==> config.mk <==
export PLATFORM = sky130hd
export DESIGN_NAME = gpio_serial_cfg_loader
export DESIGN_NICKNAME = d
export VERILOG_FILES = /design/src/rtl/gpio_serial_cfg_loader.sv
export SDC_FILE = /design/constraint.sdc
export NUM_CORES = 1
export LEC_CHECK = 0
export ABC_CLOCK_PERIOD_IN_PS = 31800
export CAP_MARGIN = 20
export CORE_MARGIN = 8
export CORE_UTILIZATION = 60
export CTS_BUF_LIST = sky130_fd_sc_hd__clkbuf_8
export DETAILED_ROUTE_END_ITERATION = 7
export PLACE_DENSITY_LB_ADDON = 0.2
export RECOVER_POWER = 25
export REMOVE_ABC_BUFFERS = 1
export SETUP_SLACK_MARGIN = 0.5
export SLEW_MARGIN = 20
export SYNTH_ARGS = -nofsm -noshare
export SYNTH_HDL_FRONTEND = slang
export SYNTH_SLANG_ARGS = --single-unit
==> constraint.sdc <==
create_clock -name wb_clk_i -period 31.8 [get_ports wb_clk_i]
set_input_delay 6.36 -clock wb_clk_i [delete_from_list [all_inputs] [get_ports wb_clk_i]]
set_output_delay 6.36 -clock wb_clk_i [all_outputs]
set_load 0.03 [all_outputs]
==> src/rtl/gpio_serial_cfg_loader.sv <==
// gpio_serial_cfg_loader
// Holds one configuration word per GPIO pad. On request, or once after
// reset, it shifts the whole array MSB first into the pad configuration
// chain: pad NUM_PADS-1 goes out first and pad 0 last, so pad 0 ends up
// nearest the chain head. It then strobes serial_load to transfer the
// chain into the pad latches.

module gpio_serial_cfg_loader #(
   parameter int                  NUM_PADS    = 19,
   parameter int                  CFG_BITS    = 13,
   parameter int                  CLK_DIV     = 2,
   parameter logic [CFG_BITS-1:0] DEFAULT_CFG = 13'h0403,
   parameter bit                  AUTO_LOAD   = 1'b1,
   localparam int                 AW          = (NUM_PADS > 1) ? $clog2(NUM_PADS) : 1
) (
   input  logic                wb_clk_i,
   input  logic                wb_rst_i,
   input  logic                start,
   input  logic                cfg_wr_en,
   input  logic [AW-1:0]       cfg_wr_addr,
   input  logic [CFG_BITS-1:0] cfg_wr_data,
   input  logic [AW-1:0]       cfg_rd_addr,
   output logic [CFG_BITS-1:0] cfg_rd_data,
   output logic                cfg_wr_err,
   output logic                busy,
   output logic                done,
   output logic                serial_clock,
   output logic                serial_data_out,
   output logic                serial_load,
   output logic                serial_resetn
);

   localparam int TOT = NUM_PADS * CFG_BITS;
   localparam int CW  = (TOT > 1) ? $clog2(TOT) : 1;
   localparam int DW  = (CLK_DIV > 1) ? $clog2(CLK_DIV) : 1;

   typedef enum logic [1:0] {IDLE, SHIFT_LO, SHIFT_HI, LOAD} state_t;

   state_t              r_state;
   state_t              w_state_next;
   logic [CFG_BITS-1:0] r_cfg [NUM_PADS];
   logic [TOT-1:0]      w_flat;
   logic [TOT-1:0]      r_shift;
   logic [TOT-1:0]      w_shift_adv;
   logic [CW-1:0]       r_bit_cnt;
   logic [DW-1:0]       r_div;
   logic                w_div_last;
   logic                r_auto_pend;
   logic                w_trigger;
   logic                w_addr_ok;
   logic                w_wr_ok;
   logic                w_wr_err;
   logic                r_busy;
   logic                r_done;
   logic                r_wr_err;
   logic                r_sclk;
   logic                r_sdo;
   logic                r_sload;
   logic                r_resetn;

   // Pad gi occupies slice gi of the flat image, so pad NUM_PADS-1 sits at the MSB end and leaves first
   genvar gi;
   generate
      for (gi = 0; gi < NUM_PADS; gi++) begin : g_flat
         assign w_flat[gi*CFG_BITS +: CFG_BITS] = r_cfg[gi];
      end
   endgenerate

   assign w_shift_adv = r_shift << 1;
   assign w_div_last  = (r_div == DW'(CLK_DIV - 1));
   assign w_trigger   = start | r_auto_pend;
   assign w_wr_ok     = cfg_wr_en & (r_state == IDLE) & w_addr_ok;
   assign w_wr_err    = cfg_wr_en & ~w_wr_ok;

   // Address decode for the write range check and the combinational read port
   always_comb begin
      w_addr_ok   = 1'b0;
      cfg_rd_data = '0;
      for (int i = 0; i < NUM_PADS; i++) begin
         if (cfg_wr_addr == AW'(i)) w_addr_ok = 1'b1;
         if (cfg_rd_addr == AW'(i)) cfg_rd_data = r_cfg[i];
      end
   end

   // Configuration array: writes land only while idle, so a load in flight never sees a torn image
   always_ff @(posedge wb_clk_i or posedge wb_rst_i) begin
      if (wb_rst_i) begin
         for (int i = 0; i < NUM_PADS; i++) r_cfg[i] <= DEFAULT_CFG;
      end else if (w_wr_ok) begin
         for (int i = 0; i < NUM_PADS; i++) begin
            if (cfg_wr_addr == AW'(i)) r_cfg[i] <= cfg_wr_data;
         end
      end
   end

   // FSM state register
   always_ff @(posedge wb_clk_i or posedge wb_rst_i) begin
      if (wb_rst_i) r_state <= IDLE;
      else          r_state <= w_state_next;
   end

   // FSM next-state: every non-idle state lasts CLK_DIV cycles
   always_comb begin
      w_state_next = r_state;
      case (r_state)
         IDLE:     if (w_trigger)  w_state_next = SHIFT_LO;
         SHIFT_LO: if (w_div_last) w_state_next = SHIFT_HI;
         SHIFT_HI: if (w_div_last) w_state_next = (r_bit_cnt == '0) ? LOAD : SHIFT_LO;
         LOAD:     if (w_div_last) w_state_next = IDLE;
         default:  w_state_next = IDLE;
      endcase
   end

   // Datapath and registered outputs; outputs are decoded from the next state so they align with it
   always_ff @(posedge wb_clk_i or posedge wb_rst_i) begin
      if (wb_rst_i) begin
         r_div       <= '0;
         r_bit_cnt   <= '0;
         r_shift     <= '0;
         r_auto_pend <= AUTO_LOAD;
         r_busy      <= 1'b0;
         r_done      <= 1'b0;
         r_wr_err    <= 1'b0;
         r_sclk      <= 1'b0;
         r_sdo       <= 1'b0;
         r_sload     <= 1'b0;
         r_resetn    <= 1'b0;
      end else begin
         r_resetn    <= 1'b1;
         r_auto_pend <= 1'b0;
         r_wr_err    <= w_wr_err;
         r_busy      <= (w_state_next != IDLE);
         r_done      <= (r_state == LOAD) && w_div_last;
         r_sclk      <= (w_state_next == SHIFT_HI);
         r_sload     <= (w_state_next == LOAD);

         if (r_state == IDLE || w_state_next != r_state) r_div <= '0;
         else                                             r_div <= r_div + 1'b1;

         // Data only moves on entry to SHIFT_LO, giving CLK_DIV cycles of setup before the rising edge
         if (r_state == IDLE && w_trigger) begin
            r_shift   <= w_flat;
            r_bit_cnt <= CW'(TOT - 1);
            r_sdo     <= w_flat[TOT-1];
         end else if (r_state == SHIFT_HI && w_div_last && r_bit_cnt != '0) begin
            r_shift   <= w_shift_adv;
            r_bit_cnt <= r_bit_cnt - 1'b1;
            r_sdo     <= w_shift_adv[TOT-1];
         end
      end
   end

   assign busy            = r_busy;
   assign done            = r_done;
   assign cfg_wr_err      = r_wr_err;
   assign serial_clock    = r_sclk;
   assign serial_data_out = r_sdo;
   assign serial_load     = r_sload;
   assign serial_resetn   = r_resetn;

endmodule

=== After elaboration in Yosys (flattened, before gate mapping) ===
Index checks and enable logic that the tools add are counted.
Widths: inputs -> output; s select.

* Equal/unequal tests: 42
* Add/subtract/negate cells: 2
* Muxes and demuxes: 51
* Bitwise logic cells: 5
* Reductions and logical operators: 31

{| class="wikitable"
|+ Operator list
! kind !! number
|-
| $mux 246 || 2
|-
| $mux 13 || 19
|-
| $eq 5x4->1 const B || 16
|-
| $eq 5x3->1 const B || 8
|-
| $reduce_and 2->1 || 19
|-
| $eq 5x5->1 const B || 6
|-
| $mux 1 || 22
|-
| $eq 5x2->1 const B || 4
|-
| $mux 8 || 2
|-
| $eq 5x1->1 const B || 2
|-
| $logic_not 5->1 || 2
|-
| $mux 2 || 5
|-
| $eq 2x2->1 const B || 4
|-
| $logic_not 8->1 || 1
|-
| $pmux 2 s4 || 1
|-
| $reduce_bool 8->1 || 1
|-
| $sub 8x1->8 const B || 1
|-
| $logic_and 1x1->1 || 4
|-
| $reduce_bool 2->1 || 2
|-
| $and 1x1->1 || 3
|-
| $eq 2x1->1 const B || 1
|-
| $logic_not 2->1 || 1
|-
| $ne 2x2->1 || 1
|-
| $add 1x1->1 const B || 1
|-
| other kinds (3) || 3
|}

* Word-level logic and storage cells: 162
* Output and inout bits: 20
* Flip-flop bits (word level): 512

=== Longest topological paths before layout ===
* Depth after elaboration: 23
* Mapped depth: 9
* Mapped depth without buffers: 7

=== Worst setup path before layout ===
No wires, ideal clock.

* Path kind: in2out
* Start point: input port cfg_rd_addr[3]
* End point: output port cfg_rd_data[0]
* Path buffers: 2
* Data arrival time: 8210 ps
* Stages: 7
* Path slack: 17230 ps
* Path through: buf_2 > or3_1 > clkbuf_1 > a2111o_1 > a31oi_1 > a211oi_1 > o21ai_0

* Word-level cells in the longest chain between the ends: 20
* Elaborated cells on any way between the ends: 38
* Classes of those cells: eq/ne (18); mux (19); reduce/logical (1)

{| class="wikitable"
|+ RTL lines
! item !! RTL line !! text
|-
| start, declared || 22 || <nowiki>input logic [AW-1:0] cfg_rd_addr,</nowiki>
|-
| $logic_not 5->1 || 81 || <nowiki>if (cfg_rd_addr == AW'(i)) cfg_rd_data = r_cfg[i];</nowiki>
|-
| $mux 13 (18 in series) || 81 ||
|-
| $mux 13 * || 81 ||
|-
| end, declared || 23 || <nowiki>output logic [CFG_BITS-1:0] cfg_rd_data,</nowiki>
|}

Mark *: on every way between the ends. The rest lies on a longest branch, timed or not.

==> results.ini <==
[logic_synthesis]
syn_area_um2=24470
synthFlopType=dfrtp_1
postSynth.asyncResetShare_pct=100.0
synth.avg_cell_area_um2=11.33
yosys_warnings=0
synth_cells=2160
synth_cell_type_count=80
synth_edf_count=0
ys_ff_latch=512
ys_seq_area_share_pct=52.66

[cts]
cts.sinks=512
cts_buffers=83
cts_tree=done
holdBufCountCts=0
h-tree-depth=3
postCtsSetupBuffers=0
path_clk_slew_ns=0.06
cts-resized-gates=0
clk_latency_ns=0.66
clk_path_buf_depth=3
cts-root-buf=clkbuf_8

[worst_setup_path]
crit_required_ns=30.26
criticalPathCategory=in -> async
critPathLaunchType=primary input
arrival_ns=16.91
critPathMaxFanout=181
endpoint_kind=asynchronous set/reset pin

[place]
dpl_cell_area_um2=24900
place_hpwl_um=47220
gp_congestion=1.027
portBuffers=46

[drt]
routedWlPerCell_um=25.97
finalWirelength_um=71550
dr_total_vias=17430
ant_nets=0
firstDrtPassIters=6
vias_per_cell=6.327
drt_iter0_markers=2142
drc=0

[floorplan]
num_rows=74
core_area_um2=40550
io_pins=47
die_w_um=217.9
dieArea_um2=47500
initial_core_util_pct=60.33
dieHeight_um=217.9

[finish]
multi_input_area_um2=10530
syn_to_final_growth_pct=8.397
layout-drive-gt1-share_pct=21.60
mostFrequentLayoutCells=dfrtp_1 (454), nand2_1 (310), mux2_2 (261)
n_fill_cell=3240
seqCellArea_um2=12880
fin_area_um2=26520
layout.nets=2182
final_common_cell=dfrtp_1

[job]
drv_cap=4

[timing]
finalHoldViolCount=0
tns_ns=0
worst_pin_slew_ns=9.138
rsz0062_at_grt=false
slew_headroom_pct=-509.2
fin_crit_sh_pct=58.03
skew_ns=0.02328
fin_crit_ns=18.45
finalSetupViolCount=0
max_freq_ghz=0.05419
final_max_slew_viol_count=456

[run_status]
status=finished with violations
violations=max-capacitance violations, max-slew violations

[global_route]
grtUsageTotal_pct=30.09
overflow=0
grt_pass1_vias=17200
grt_first_pass_wirelength_um=108300
grt_max_degree=233
antenna_found_initial=7

[power]
cellLeakagePower_nw=12.18
power.density_nw_per_um2=48.32
vdd_drop_max_v=0.00005017

[worst_hold_path]
hold_path_class=reg -> reg

==> cell usage after synthesis, drive strengths merged (5+ instances only) <==
library cell	n	area [um^2]
a21oi	27	135.1
a221oi	7	61.31
a22oi	15	112.6
a32oi	8	70.07
and3	8	50.05
and3b	7	61.31
buf	93	724.4
clkbuf	79	296.5
dfrtp	454	11360
dfstp	58	1524
inv	12	45.04
mux2	261	2939
mux2i	253	2532
nand2	310	1164
nand2b	12	75.07
nand3	13	65.06
nor2	47	183.9
nor2b	18	112.6
nor3	19	116.4
nor3b	9	82.58
nor4	7	43.79
o211ai	9	67.56
o21a	7	52.55
o21ai	292	1461
o221ai	6	52.55
o22ai	14	87.58
o32ai	6	52.55
or3	8	50.05
xnor2	5	43.79
==> state kept, by name, summed over array words and instances, names as in the netlist, 2 cells and up <==
name	flops
r_cfg	247
r_shift	246
r_state	2
r_bit_cnt	8
==> routing by layer <==
layer / track usage, % / share of wire, %
met1: 40.89 / 42
met2: 47.77 / 47
met3: 6.644 / 7.1
met4: 9.785 / 3.0
met5: 0 / 0.052
==> power breakdown <==
part	switching (mW)	internal, mW
registers	0.000972	0.653
logic	0.0494	0.0151
clock network	0.261	0.302
total	0.311	0.971
==> area by class of cell <==
class / instances / share of cell area, %
antenna: 1 / 0.009435
tap: 532 / 2.510
clock inverter: 49 / 0.8728
sequential: 512 / 48.58
inverter: 13 / 0.1887
multi-input combinational: 1463 / 39.70
clock buffer: 104 / 5.397
timing repair buffer: 81 / 2.741
==> critical path: stages <==
cell	delay [ns]
dlygate4sd3_1	0.54
clkinvlp_2	3.03
clkbuf_1	6.57
==> stage by stage <==
stage	hold slack [ns]	utilization, %	cells	worst slack, ns	total power, mW
3_5_place_dp	0.4950	61.39	2601	15.18	0.7294
4_1_cts	0.5054	65.49	2754	15.17	1.290
2_1_floorplan	0.4607	-	1988	11.24	0.6927
6_report	0.4963	65.40	2755	13.35	1.282
3_3_place_gp	0.4852	61.39	2601	15.21	0.7289
5_1_grt	0.5197	65.39	2754	10.70	1.324
==> cells by family after synthesis <==
family / after synthesis / share of synthesized area, %
mux: 514 / 22.36
fa+ha+maj: 1 / 0.05113
buf+inv: 185 / 4.372
simple gates: 482 / 8.990
flops: 512 / 52.66
xor+xnor: 5 / 0.1790
compound gates: 459 / 11.35
other cells: 2 / 0.03069
==> worst paths after layout <==
path	to	depth (start not counted)	slack, ns	startpoint
setup / recovery	r_shift[37]	3	13.35	wb_rst_i
hold / removal	r_shift[57]	2	0.50	r_cfg[187]
setup reg to reg	r_shift[195]	9	26.97	r_bit_cnt[0]
hold reg to reg	r_shift[57]	2	0.50	r_cfg[187]
max in group wb_clk_i	cfg_rd_data[6]	8	15.12	cfg_rd_addr[2]
min in group asynchronous	r_shift[136]	2	7.85	wb_rst_i
Note: power is estimated with default switching activity, not from simulation.
